### src/rtl/sdram_arb_pkg.sv
// Shared types for the two-port SDRAM request arbiter: port IDs, FSM states
// and the default depth of the in-flight ID FIFO.
package sdram_arb_pkg;

  localparam int NUM_PORTS               = 2;
  localparam int DEFAULT_MAX_OUTSTANDING = 4;

  typedef logic port_id_t;

  typedef enum logic {
    ARB_IDLE   = 1'b0,
    ARB_LOCKED = 1'b1
  } arb_state_e;

  function automatic port_id_t other_port(input port_id_t id);
    return ~id;
  endfunction

endpackage

### src/rtl/sdram_arb_id_fifo.sv
// In-order FIFO of requester IDs for requests the core has accepted but not
// yet acknowledged. DEPTH must be a power of two so the pointers wrap freely.
module sdram_arb_id_fifo
  import sdram_arb_pkg::*;
#(
  parameter int DEPTH = DEFAULT_MAX_OUTSTANDING
) (
  input  logic     clk_i,
  input  logic     rst_i,
  input  logic     push_i,
  input  port_id_t push_id_i,
  input  logic     pop_i,
  output port_id_t head_id_o,
  output logic     full_o,
  output logic     empty_o
);

  localparam int PTR_W = (DEPTH > 1) ? $clog2(DEPTH) : 1;
  localparam logic [PTR_W:0] FULL_COUNT = (PTR_W + 1)'(DEPTH);

  logic [PTR_W-1:0] wr_ptr_q, wr_ptr_d;
  logic [PTR_W-1:0] rd_ptr_q, rd_ptr_d;
  logic [PTR_W:0]   count_q, count_d;
  port_id_t         mem_q [DEPTH];

  logic do_push;
  logic do_pop;

  assign full_o  = (count_q == FULL_COUNT);
  assign empty_o = (count_q == '0);

  // Guard both sides so a stray push when full or pop when empty cannot corrupt state.
  assign do_push = push_i & ~full_o;
  assign do_pop  = pop_i & ~empty_o;

  always_comb begin
    wr_ptr_d = wr_ptr_q;
    rd_ptr_d = rd_ptr_q;
    count_d  = count_q;
    if (do_push) wr_ptr_d = wr_ptr_q + 1'b1;
    if (do_pop)  rd_ptr_d = rd_ptr_q + 1'b1;
    case ({do_push, do_pop})
      2'b10:   count_d = count_q + 1'b1;
      2'b01:   count_d = count_q - 1'b1;
      default: count_d = count_q;
    endcase
  end

  always_ff @(posedge clk_i) begin
    if (rst_i) begin
      wr_ptr_q <= '0;
      rd_ptr_q <= '0;
      count_q  <= '0;
    end else begin
      wr_ptr_q <= wr_ptr_d;
      rd_ptr_q <= rd_ptr_d;
      count_q  <= count_d;
    end
  end

  always_ff @(posedge clk_i) begin
    if (do_push) mem_q[wr_ptr_q] <= push_id_i;
  end

  assign head_id_o = mem_q[rd_ptr_q];

endmodule

### src/rtl/sdram_port_arbiter.sv
// Shares one SDRAM core request port between two requesters with round-robin
// grant and burst lock. Define SDRAM_ARB_FIXED_PRIO_EN for fixed port-0 priority.
module sdram_port_arbiter
  import sdram_arb_pkg::*;
#(
  parameter int ADDR_WIDTH      = 32,
  parameter int DATA_WIDTH      = 32,
  parameter int MAX_OUTSTANDING = DEFAULT_MAX_OUTSTANDING
) (
  input  logic                  clk_i,
  input  logic                  rst_i,

  input  logic [3:0]            p0_wr_i,
  input  logic                  p0_rd_i,
  input  logic [7:0]            p0_len_i,
  input  logic [ADDR_WIDTH-1:0] p0_addr_i,
  input  logic [DATA_WIDTH-1:0] p0_write_data_i,
  output logic                  p0_accept_o,
  output logic                  p0_ack_o,
  output logic                  p0_error_o,
  output logic [DATA_WIDTH-1:0] p0_read_data_o,

  input  logic [3:0]            p1_wr_i,
  input  logic                  p1_rd_i,
  input  logic [7:0]            p1_len_i,
  input  logic [ADDR_WIDTH-1:0] p1_addr_i,
  input  logic [DATA_WIDTH-1:0] p1_write_data_i,
  output logic                  p1_accept_o,
  output logic                  p1_ack_o,
  output logic                  p1_error_o,
  output logic [DATA_WIDTH-1:0] p1_read_data_o,

  output logic [3:0]            ram_wr_o,
  output logic                  ram_rd_o,
  output logic [7:0]            ram_len_o,
  output logic [ADDR_WIDTH-1:0] ram_addr_o,
  output logic [DATA_WIDTH-1:0] ram_write_data_o,
  input  logic                  ram_accept_i,
  input  logic                  ram_ack_i,
  input  logic                  ram_error_i,
  input  logic [DATA_WIDTH-1:0] ram_read_data_i,

  output logic                  spurious_ack_o
);

  logic [3:0]            wr_a    [NUM_PORTS];
  logic                  rd_a    [NUM_PORTS];
  logic [7:0]            len_a   [NUM_PORTS];
  logic [ADDR_WIDTH-1:0] addr_a  [NUM_PORTS];
  logic [DATA_WIDTH-1:0] wdata_a [NUM_PORTS];

  logic [NUM_PORTS-1:0] valid;
  logic [NUM_PORTS-1:0] accept_vec;
  logic [NUM_PORTS-1:0] ack_vec;
  logic [NUM_PORTS-1:0] err_vec;

  arb_state_e state_q, state_d;
  logic [7:0] burst_cnt_q, burst_cnt_d;
  port_id_t   last_grant_q, last_grant_d;
  logic       spurious_q, spurious_d;

  port_id_t sel;
  logic     req_gate;
  logic     push;
  logic     pop;
  logic     resp_valid;
  port_id_t head_id;
  logic     fifo_full;
  logic     fifo_empty;

  assign wr_a[0]    = p0_wr_i;
  assign rd_a[0]    = p0_rd_i;
  assign len_a[0]   = p0_len_i;
  assign addr_a[0]  = p0_addr_i;
  assign wdata_a[0] = p0_write_data_i;
  assign wr_a[1]    = p1_wr_i;
  assign rd_a[1]    = p1_rd_i;
  assign len_a[1]   = p1_len_i;
  assign addr_a[1]  = p1_addr_i;
  assign wdata_a[1] = p1_write_data_i;

  genvar gi;
  generate
    for (gi = 0; gi < NUM_PORTS; gi++) begin : g_port
      assign valid[gi]      = rd_a[gi] | (|wr_a[gi]);
      assign accept_vec[gi] = ram_accept_i & ~rst_i & ~fifo_full & valid[gi]
                              & (sel == port_id_t'(gi));
      assign ack_vec[gi]    = resp_valid & (head_id == port_id_t'(gi));
      assign err_vec[gi]    = ack_vec[gi] & ram_error_i;
    end
  endgenerate

  // State register
  always_ff @(posedge clk_i) begin
    if (rst_i) begin
      state_q      <= ARB_IDLE;
      burst_cnt_q  <= '0;
      last_grant_q <= 1'b1;
      spurious_q   <= 1'b0;
    end else begin
      state_q      <= state_d;
      burst_cnt_q  <= burst_cnt_d;
      last_grant_q <= last_grant_d;
      spurious_q   <= spurious_d;
    end
  end

  // Next state: the first beat of a multi-beat burst locks the port; later beats' len is ignored.
  always_comb begin
    state_d      = state_q;
    burst_cnt_d  = burst_cnt_q;
    last_grant_d = last_grant_q;
    if (push) begin
      last_grant_d = sel;
      case (state_q)
        ARB_IDLE: begin
          if (ram_len_o != '0) begin
            state_d     = ARB_LOCKED;
            burst_cnt_d = ram_len_o;
          end
        end
        ARB_LOCKED: begin
          burst_cnt_d = burst_cnt_q - 8'd1;
          if (burst_cnt_q == 8'd1) state_d = ARB_IDLE;
        end
        default: state_d = ARB_IDLE;
      endcase
    end
    spurious_d = spurious_q | (ram_ack_i & fifo_empty);
  end

  // Outputs: port selection and the zero-latency request mux.
  always_comb begin
    sel = 1'b0;
    if (state_q == ARB_LOCKED) begin
      // last_grant doubles as the lock owner, since the locking beat just set it.
      sel = last_grant_q;
    end else if (valid[0] && valid[1]) begin
`ifdef SDRAM_ARB_FIXED_PRIO_EN
      sel = 1'b0;
`else
      sel = other_port(last_grant_q);
`endif
    end else if (valid[1]) begin
      sel = 1'b1;
    end
    req_gate         = ~rst_i & ~fifo_full;
    ram_rd_o         = rd_a[sel] & req_gate;
    ram_wr_o         = req_gate ? wr_a[sel] : 4'b0;
    ram_len_o        = len_a[sel];
    ram_addr_o       = addr_a[sel];
    ram_write_data_o = wdata_a[sel];
  end

  assign push       = ram_accept_i & (ram_rd_o | (|ram_wr_o));
  assign pop        = ram_ack_i & ~fifo_empty;
  assign resp_valid = pop & ~rst_i;

  sdram_arb_id_fifo #(
    .DEPTH (MAX_OUTSTANDING)
  ) u_id_fifo (
    .clk_i     (clk_i),
    .rst_i     (rst_i),
    .push_i    (push),
    .push_id_i (sel),
    .pop_i     (pop),
    .head_id_o (head_id),
    .full_o    (fifo_full),
    .empty_o   (fifo_empty)
  );

  assign p0_accept_o    = accept_vec[0];
  assign p1_accept_o    = accept_vec[1];
  assign p0_ack_o       = ack_vec[0];
  assign p1_ack_o       = ack_vec[1];
  assign p0_error_o     = err_vec[0];
  assign p1_error_o     = err_vec[1];
  assign p0_read_data_o = ram_read_data_i;
  assign p1_read_data_o = ram_read_data_i;
  assign spurious_ack_o = spurious_q;

endmodule

### config.mk
export PLATFORM = sky130hd
export DESIGN_NAME = sdram_port_arbiter
export DESIGN_NICKNAME = d
export VERILOG_FILES = /design/src/rtl/sdram_arb_pkg.sv /design/src/rtl/sdram_arb_id_fifo.sv /design/src/rtl/sdram_port_arbiter.sv
export SDC_FILE = /design/constraint.sdc
export NUM_CORES = 1
export LEC_CHECK = 0
export ABC_AREA = 1
export BUFFER_PORTS_ARGS = -buffer_cell sky130_fd_sc_hd__buf_2
export CORE_AREA = 4 4 131 133
export CTS_CLUSTER_SIZE = 8
export DETAILED_ROUTE_END_ITERATION = 7
export DIE_AREA = 0 0 135 137
export MAX_ROUTING_LAYER = met4
export SLEW_MARGIN = 20
export SYNTH_ARGS = -nofsm -noshare
export SYNTH_HDL_FRONTEND = slang
export SYNTH_HIERARCHICAL = 1
export SYNTH_SLANG_ARGS = --single-unit
### constraint.sdc
create_clock -name clk_i -period 2.6 [get_ports clk_i]
set_clock_uncertainty 0.2 [all_clocks]
set_input_delay 0 -clock clk_i [delete_from_list [all_inputs] [get_ports clk_i]]
set_output_delay 0 -clock clk_i [all_outputs]
set_load 0.02 [all_outputs]
==> results.txt, run 1 <==
outcome: completed
TritonCTS clock tree: done
Mapped Area: 3120 sq um
max-slew violations: 0
Reg2Reg Setup Slack: 190 ps
Die X: 135 um
worst vdd ir: 0.000354 V
Post-layout nets: 992
Crit path required time: 2400 ps
share of the synthesized area in the top cell type: 0.322
Max Clock Freq: 407 MHz
Rows: 46
layout cell share with drive strength beyond 1: 0.371
Detail Route Antenna Nets: 0
post-layout util: 0.296
Hold Startpoint: p1_len_i[6]
Post-synth top cells: 267 x nand2_1, 64 x buf_4, 63 x inv_1
largest net degree at the start of global routing: 61
total CTS buffers: 3
Max Cap Viol: 0
hold slack final: 76.5 ps
count leader, synth: nand2_1
io pins: 339
Ys Warns: 6
Root Driver: clkbuf_16
final WL: 12,900 um
FF-to-FF path depth: 16
Post-Syn Instances: 578
clk slew on worst S/H paths: 70 ps
sequential fraction of the synthesis area: 0.167
FF-to-FF End: state_q$_SDFFE_PP0P_
CP Class: reg -> out
total grt overflow: 0
Slew @ Worst Pin: 511 ps
slew margin rel.: 0.656
Top FF cell, synth: dfxtp_1
die height: 137 um
FF-to-FF Start: state_q$_SDFFE_PP0P_
port bufs: 242
Area growth syn-to-layout: 50.5%
RePlAce Congestion: 0.837
register bit total from synthesis: 24
hold endpoint: burst_cnt_q[6]$_SDFFE_PP0P_
vias in the first global route: 3,617
Total GRT Usage: 0.125
Syn Area/Cell: 5.39 sq um
Final Hold Viols: 0
Clock Path Buffers: 2
Die ar.: 18,500 sq um
via-per-instance ratio: 3.96
# setup viols final: 0
Power per Cell Area: 694 nW/um^2
initial antenna violation count: 0
clk sink count: 24
core area: 15,800 sq um
final period utilization: 0.944
Crit path arrival time: 2260 ps
final worst path period need: 2460 ps
setup TNS: 0 ps
Initial Util: 0.197
total power: 3.26 mW
H-tree depth: 1
cell types occupying the most area after synthesis: nand2_1 32%, buf_4 15%, dfxtp_1 13%, inv_1 7.6%, nor2_1 5.7%
crit-path max FO: 60
Yosys top cell by area: nand2_1
n_diodes: 0
DRC violations left: 0
Via Count: 3,989
initial drt markers: 195
hold path cells: 7
TritonRoute pass-1 iters: 4
Distinct cells, synth: 28
worst min path class: in -> reg
worst skew pair latency: 260 ps
Synth async-reset ratio: 0
startpoint types: flip-flop
Wirelength per Cell: 12.8 um
wire length of the first global-routing pass: 18,200 um
number of enable flip-flop cells after synthesis: 4
CP Capture Type: output pin
leakage: 2.86 nW
Post-Syn Nets: 777
hpwl dp: 10,500 um
[layout by cell type (no fill, tap or decap), types with 4 or more instances in the layout]
cell / Yosys / final
nand3_1: 22 / 18
o21ai_0: 16 / 16
dlygate4sd3_1: 0 / 37
a21oi_1: 13 / 13
nand3_2: 2 / 6
ha_1: 7 / 7
nand2_2: 1 / 9
inv_2: 6 / 6
inv_1: 63 / 63
buf_2: 2 / 242
nand2_1: 267 / 259
dfxtp_1: 20 / 19
nand3b_1: 10 / 10
nor2_2: 5 / 7
nor2_1: 47 / 44
edfxtp_1: 4 / 4
buf_4: 64 / 12
[metrics by stage]
step           cell area (sq um)  setup WS (ps)  cells
6_report                    4690            145   1008
3_3_place_gp                4110            148    965
4_1_cts                     4590           5.52   1006
5_1_grt                     4690          -4.71   1008
3_5_place_dp                4110           93.6    965
2_1_floorplan               3120           87.3    578
[worst max-delay path, cell delays in order (launching register included)]
cell and delay, ps:
dfxtp_1 370, nand2_1 140, nand2_8 140, nand2_8 80, buf_4 150, buf_6 210, inv_2 100, buf_4 320
nand2_1 80, nand2_1 160, buf_2 200
[flip-flops by register name, indices dropped and copies added, names as in the netlist, named ones only]
signal,count
state_q,1
last_grant_q,1
u_id_fifo/wr_ptr_q,2
spurious_ack_o,1
u_id_fifo/count_q,3
u_id_fifo/mem_q,4
burst_cnt_q,8
u_id_fifo/rd_ptr_q,2
[layer usage]
layer,track usage,routed length [um]
met1,0.164,5270
met2,0.195,6170
met3,0.0290,1200
met4,0.0319,222
met5,-,0
[power breakdown]
group          switching, mW  total, mW  internal, mW
Combinational           1.53       2.29         0.762
Sequential            0.0571      0.521         0.464
Clock                  0.138      0.445         0.306
Total                   1.73       3.26          1.53
[repair_timing]
| action | CTS | global route |
|---|---|---|
| setup buffers | 0 | 2 |
| gates resized for setup | 0 | 24 |
| hold buffers | 37 | 0 |
| endpoints found under the setup margin | 0 | 17 |
| endpoints found under the hold margin | 67 | 0 |
[layout make-up]
cell class	count	area [sq um]
Fill cell	1798	11100
Multi-Input combinational cell	401	1830
Timing Repair Buffer	293	1700
Sequential cell	24	522
Tap cell	216	270
Inverter	70	263
Clock buffer	3	75.1
Clock inverter	1	30.0
[cells by family after synthesis]
logic type | share of synthesized area
compound gates | 0.0510
fa+ha+maj | 0.0345
flops | 0.167
simple gates | 0.478
buf+inv | 0.269
[worst max path at each step]
stage / startpoint / cells past startpoint / slack, ps / to
after CTS: state_q$_SDFFE_PP0P_ / 16 / 6 / state_q$_SDFFE_PP0P_
final: last_grant_q$_SDFFE_PP1P_ / 10 / 140 / ram_write_data_o[8]
after floorplan: u_id_fifo/count_q[0]$_SDFFE_PP0P_ / 13 / 90 / u_id_fifo/count_q[1]$_SDFFE_PP0P_
after global placement: u_id_fifo/count_q[0]$_SDFFE_PP0P_ / 13 / 150 / u_id_fifo/count_q[1]$_SDFFE_PP0P_
after global routing: last_grant_q$_SDFFE_PP1P_ / 10 / -5 / ram_write_data_o[24]
after detailed placement: u_id_fifo/count_q[0]$_SDFFE_PP0P_ / 13 / 90 / u_id_fifo/count_q[1]$_SDFFE_PP0P_
Power figures use the tool's default switching activity.
==> run 2: changes to the inputs <==
--- a/constraint.sdc
+++ b/constraint.sdc
@@ -3,3 +3,3 @@
 set_input_delay 0 -clock clk_i [delete_from_list [all_inputs] [get_ports clk_i]]
 set_output_delay 0 -clock clk_i [all_outputs]
-set_load 0.02 [all_outputs]
+set_load 0.005 [all_outputs]
==> results.txt, run 2 (synthesis results as in run 1) <==
outcome: completed
initial antenna violation count: 0 (unchanged)
die height: 137 um (unchanged)
TritonRoute pass-1 iters: 5 (+1)
crit-path max FO: 6 (-90%)
Final Hold Viols: 0 (unchanged)
leakage: 2.86 nW (about the same)
Clock Path Buffers: 2 (unchanged)
total grt overflow: 0 (unchanged)
worst skew pair latency: 260 ps (about the same)
DP Worst Slack: 124 ps (+30.7 ps)
n_diodes: 0 (unchanged)
RePlAce Congestion: 0.873 (+4.3%)
hpwl dp: 10,600 um (+0.72%)
most frequent cells in the layout: 260 x nand2_1, 242 x buf_2, 63 x inv_1
wire length of the first global-routing pass: 18,000 um (-0.76%)
CP cell instances: inv_2, nand3_4, inv_1, nor2_1, buf_4, nand3_1, nand3_2, nor2_2, nor2_2, nand2_1, ha_2, inv_1, fa_2, inv_1, nand2_1, nand3_1, nand2_1, inv_1, nor2_1
commonest non-fill, non-tap cell in the layout: nand2_1
final period utilization: 0.939 (-0.00509)
worst min path class: in -> out
NetSw: 1.31 mW (-24%)
clk sink count: 24 (unchanged)
Root Driver: clkbuf_16
slew margin rel.: 0.582 (-0.0737)
max reg flops: 8 (unchanged)
Crit path arrival time: 2410 ps (+150 ps)
clk slew on worst S/H paths: 70 ps (about the same)
RSZ-0062 raised after global routing: yes
largest net degree at the start of global routing: 65 (+6.6%)
H-tree depth: 1 (unchanged)
Largest regs: burst_cnt_q: 8 flops, u_id_fifo/mem_q: 4 flops, u_id_fifo/count_q: 3 flops
CP most frequent cell: inv_1
final worst setup slack: 158 ps (+13.2 ps)
core area: 15,800 sq um (unchanged)
via-per-instance ratio: 3.98 (+0.55%)
Die X: 135 um (unchanged)
initial drt markers: 152 (-22%)
Max Cap Viol: 0 (unchanged)
CP Class: reg -> reg
worst vdd ir: 0.000518 V (+46%)
vias in the first global route: 3,658 (+1.1%)
Total GRT Usage: 0.124 (-0.000734)
CP peak stage delay: 330 ps (-40 ps)
final instance area: 4670 sq um (-0.51%)
final WL: 13,000 um (+1.2%)
Flop pwr share: 0.190 (+0.030)
Detail Route Antenna Nets: 0 (unchanged)
TritonCTS clock tree: done
final worst path period need: 2440 ps (-13.2 ps)
Switching Share: 0.477 (-0.0525)
io pins: 339 (unchanged)
slowest stage cell, crit path: fa_2
setup TNS: 0 ps (unchanged)
startpoint types: flip-flop
Wirelength per Cell: 12.9 um (+0.81%)
total CTS buffers: 3 (unchanged)
Via Count: 4,027 (+0.95%)
Power per Cell Area: 588 nW/um^2 (-15%)
Die ar.: 18,500 sq um (unchanged)
Fillers: 1,813 (+0.83%)
Crit path required time: 2570 ps (+170 ps)
Area growth syn-to-layout: 49.8%
Int Pwr: 1.43 mW (-6.4%)
placed cell area: 4130 sq um (+0.37%)
Slew @ Worst Pin: 627 ps (+116 ps)
combinational fraction of design power: 0.683 (-0.021)
# setup viols final: 0 (unchanged)
layout cell share with drive strength beyond 1: 0.369 (-0.00187)
max-slew violations: 0 (unchanged)
Initial Util: 0.197 (unchanged)
port bufs: 242 (unchanged)
Rows: 46 (unchanged)
Top reg by flops: burst_cnt_q
DRC violations left: 0 (unchanged)
CP Capture Type: flip-flop
total power: 2.74 mW (-16%)
Post-layout nets: 996 (+0.40%)
Clk pwr share: 0.127 (-0.009)
Max Clock Freq: 410 MHz (+0.54%)
run 2: critical path, delay by kind of cell (launching register included):
kind                     cells  cell delay, ps
flip-flops                   1             320
adder cells (fa/ha/maj)      2             510
AND/OR/NAND/NOR             11             810
buffers and inverters        6             490
run 2: timing repair:
item                                   in CTS  in global routing
buffers inserted                            0                  4
hold buffers                               37                  0
setup endpoints to repair                   0                  2
resized for setup                           0                 18
endpoints found under the hold margin      67                  0
run 2: area by class of cell:
type	count	area (sq um)	share of cell area
Timing Repair Buffer	297	1730	0.370
Sequential cell	24	522	0.112
Multi-Input combinational cell	401	1810	0.387
Inverter	70	263	0.0563
Clock inverter	1	3.75	0.000804
Tap cell	216	270	0.0579
Clock buffer	3	75.1	0.0161
run 2: power by group through the flow:
stage	combinational (mW)	clock, mW	sequential, mW
3_3_place_gp	1.73	0	0.527
3_5_place_dp	1.75	0	0.529
5_1_grt	2.12	0.367	0.533
2_1_floorplan	1.10	0	0.516
6_report	1.87	0.348	0.522
4_1_cts	1.83	0.352	0.521
run 2: per-layer routing:
metal,routed length [um],track usage,up-vias
li1,-,-,2106
met1,5430,0.160,1713
met2,6230,0.196,190
met3,1110,0.0272,18
met4,242,0.0364,0
met5,0,-,-
run 2: per-stage QoR:
| step | cells | hold slack [ps] | utilization |
|---|---|---|---|
| finish | 1012 | 55.2 | 0.295 |
| global route | 1012 | 70.3 | 0.295 |
| CTS | 1008 | 57.8 | 0.289 |
| detailed placement | 967 | -200 | 0.261 |
| global placement | 967 | -200 | 0.261 |
| floorplan | 578 | -131 | - |
run 2: path summary, 6_finish.rpt:
| kind | startpoint | slack (ps) | cells after the start | end |
|---|---|---|---|---|
| min reg2reg | u_id_fifo/count_q[0]$_SDFFE_PP0P_ | 270 | 1 | u_id_fifo/count_q[0]$_SDFFE_PP0P_ |
| max reg2reg | u_id_fifo/count_q[1]$_SDFFE_PP0P_ | 160 | 19 | u_id_fifo/count_q[2]$_SDFFE_PP0P_ |
| max | u_id_fifo/count_q[1]$_SDFFE_PP0P_ | 160 | 19 | u_id_fifo/count_q[2]$_SDFFE_PP0P_ |
| min | p0_addr_i[0] | 60 | 4 | ram_addr_o[0] |
==> run 3: changes to the inputs <==
RECOVER_POWER = 50   (was default)
==> results.txt, run 3 (synthesis results as in run 1) <==
outcome: completed
startpoint types: flip-flop
worst min path class: in -> out
worst skew pair latency: 260 ps (about the same)
setup TNS: 0 ps (unchanged)
CP peak stage delay: 330 ps (about the same)
layout cell share with drive strength beyond 1: 0.368 (-0.00126)
total power: 2.74 mW (about the same)
initial drt markers: 152 (unchanged)
Die X: 135 um (unchanged)
vias in the first global route: 3,658 (unchanged)
RePlAce Congestion: 0.873 (unchanged)
final worst setup slack: 158 ps (-0.170 ps)
hpwl dp: 10,600 um (unchanged)
worst vdd ir: 0.000518 V (about the same)
DP Worst Slack: 124 ps (unchanged)
crit-path max FO: 6 (unchanged)
clk slew on worst S/H paths: 70 ps (about the same)
final WL: 13,000 um (about the same)
RSZ-0062 raised after global routing: yes
final worst path period need: 2440 ps (+0.170 ps)
post-layout util: 0.295 (about the same)
Largest regs: burst_cnt_q: 8 flops, u_id_fifo/mem_q: 4 flops, u_id_fifo/count_q: 3 flops
total CTS buffers: 3 (unchanged)
Top delay family on crit path: simple AND/OR/NAND/NOR gates
Post-layout nets: 996 (unchanged)
Power per Cell Area: 588 nW/um^2 (about the same)
max reg flops: 8 (unchanged)
final period utilization: 0.939 (about the same)
CP most frequent cell: inv_1
port bufs: 242 (unchanged)
core area: 15,800 sq um (unchanged)
# setup viols final: 0 (unchanged)
H-tree depth: 1 (unchanged)
Wirelength per Cell: 12.9 um (about the same)
CP cell instances: inv_2, nand3_4, inv_1, nor2_1, buf_4, nand3_1, nand3_2, nor2_2, nor2_2, nand2_1, ha_2, inv_1, fa_2, inv_1, nand2_1, nand3_1, nand2_1, inv_1, nor2_1
crit path buf inv count: 6 (unchanged)
via-per-instance ratio: 3.98 (+0.12%)
Rows: 46 (unchanged)
largest net degree at the start of global routing: 65 (unchanged)
leakage: 2.86 nW (-0.13%)
clk sink count: 24 (unchanged)
CP Class: reg -> reg
CP Capture Type: flip-flop
most frequent cells in the layout: 260 x nand2_1, 241 x buf_2, 63 x inv_1
Crit path arrival time: 2410 ps (about the same)
max-slew violations: 0 (unchanged)
Area growth syn-to-layout: 49.7% (about the same)
io pins: 339 (unchanged)
commonest non-fill, non-tap cell in the layout: nand2_1
wire length of the first global-routing pass: 18,000 um (unchanged)
Total GRT Usage: 0.124 (unchanged)
Max Cap Viol: 0 (unchanged)
Clock Path Buffers: 2 (unchanged)
TritonRoute pass-1 iters: 5 (unchanged)
placed cell area: 4130 sq um (unchanged)
initial antenna violation count: 0 (unchanged)
Crit path required time: 2570 ps (about the same)
slowest stage cell, crit path: fa_2
slew margin rel.: 0.582 (unchanged)
final instance area: 4670 sq um (about the same)
Initial Util: 0.197 (unchanged)
Top reg by flops: burst_cnt_q
Detail Route Antenna Nets: 0 (unchanged)
DRC violations left: 0 (unchanged)
total grt overflow: 0 (unchanged)
Final Hold Viols: 0 (unchanged)
Die ar.: 18,500 sq um (unchanged)
hold slack final: 55.2 ps (unchanged)
Via Count: 4,032 (+0.12%)
final instance count without filler cells: 1,012 (unchanged)
Max Clock Freq: 409 MHz (about the same)
Root Driver: clkbuf_16
die height: 137 um (unchanged)
n_diodes: 0 (unchanged)
Placed Cells: 967 (unchanged)
Slew @ Worst Pin: 627 ps (+0.0000596 ps)
TritonCTS clock tree: done
## run 3: where the power goes
part           internal (mW)  switching [mW]
combinational          0.763            1.11
clock                  0.206           0.142
sequential             0.464          0.0583
total                   1.43            1.31
## run 3: cell type report
cell class / count / area [sq um]
fillers: 1813 / 11200
clock buffers: 3 / 75.1
well taps: 216 / 270
clock inverters: 1 / 3.75
inverters: 70 / 263
multi-input cells: 401 / 1810
repair buffers: 297 / 1730
flip-flops and latches: 24 / 522
## run 3: worst reg2reg max path: stages, from the launching register on
cell,delay (ps)
dfxtp_1,320
inv_2,110
nand3_4,110
inv_1,70
nor2_1,40
buf_4,160
nand3_1,130
nand3_2,80
nor2_2,120
nor2_2,50
nand2_1,80
ha_2,180
inv_1,60
fa_2,330
inv_1,60
nand2_1,60
nand3_1,60
nand2_1,50
inv_1,40
nor2_1,30
## run 3: layer usage
layer  track usage  up-vias  wire, um
met1         0.160     1717      5440
met4        0.0364        0       244
li1              -     2107         -
met2         0.196      190      6230
met5             -        -         0
met3        0.0272       18      1110
## run 3: path summary, 6_finish.rpt
path                                                         from                                end  slack, ps  cells after the start
worst min register to register  u_id_fifo/count_q[0]$_SDFFE_PP0P_  u_id_fifo/count_q[0]$_SDFFE_PP0P_        270                      1
worst max-delay path            u_id_fifo/count_q[1]$_SDFFE_PP0P_  u_id_fifo/count_q[2]$_SDFFE_PP0P_        160                     19
worst max register to register  u_id_fifo/count_q[1]$_SDFFE_PP0P_  u_id_fifo/count_q[2]$_SDFFE_PP0P_        160                     19
worst min-delay path                                 p0_addr_i[0]                      ram_addr_o[0]         60                      4
## run 3: timing repair
action | CTS | global route
setup endpoints to repair | 0 | 2
hold buffers | 37 | 0
setup buffers | 0 | 4
resized for setup | 0 | 18
endpoints found under the hold margin | 67 | 0
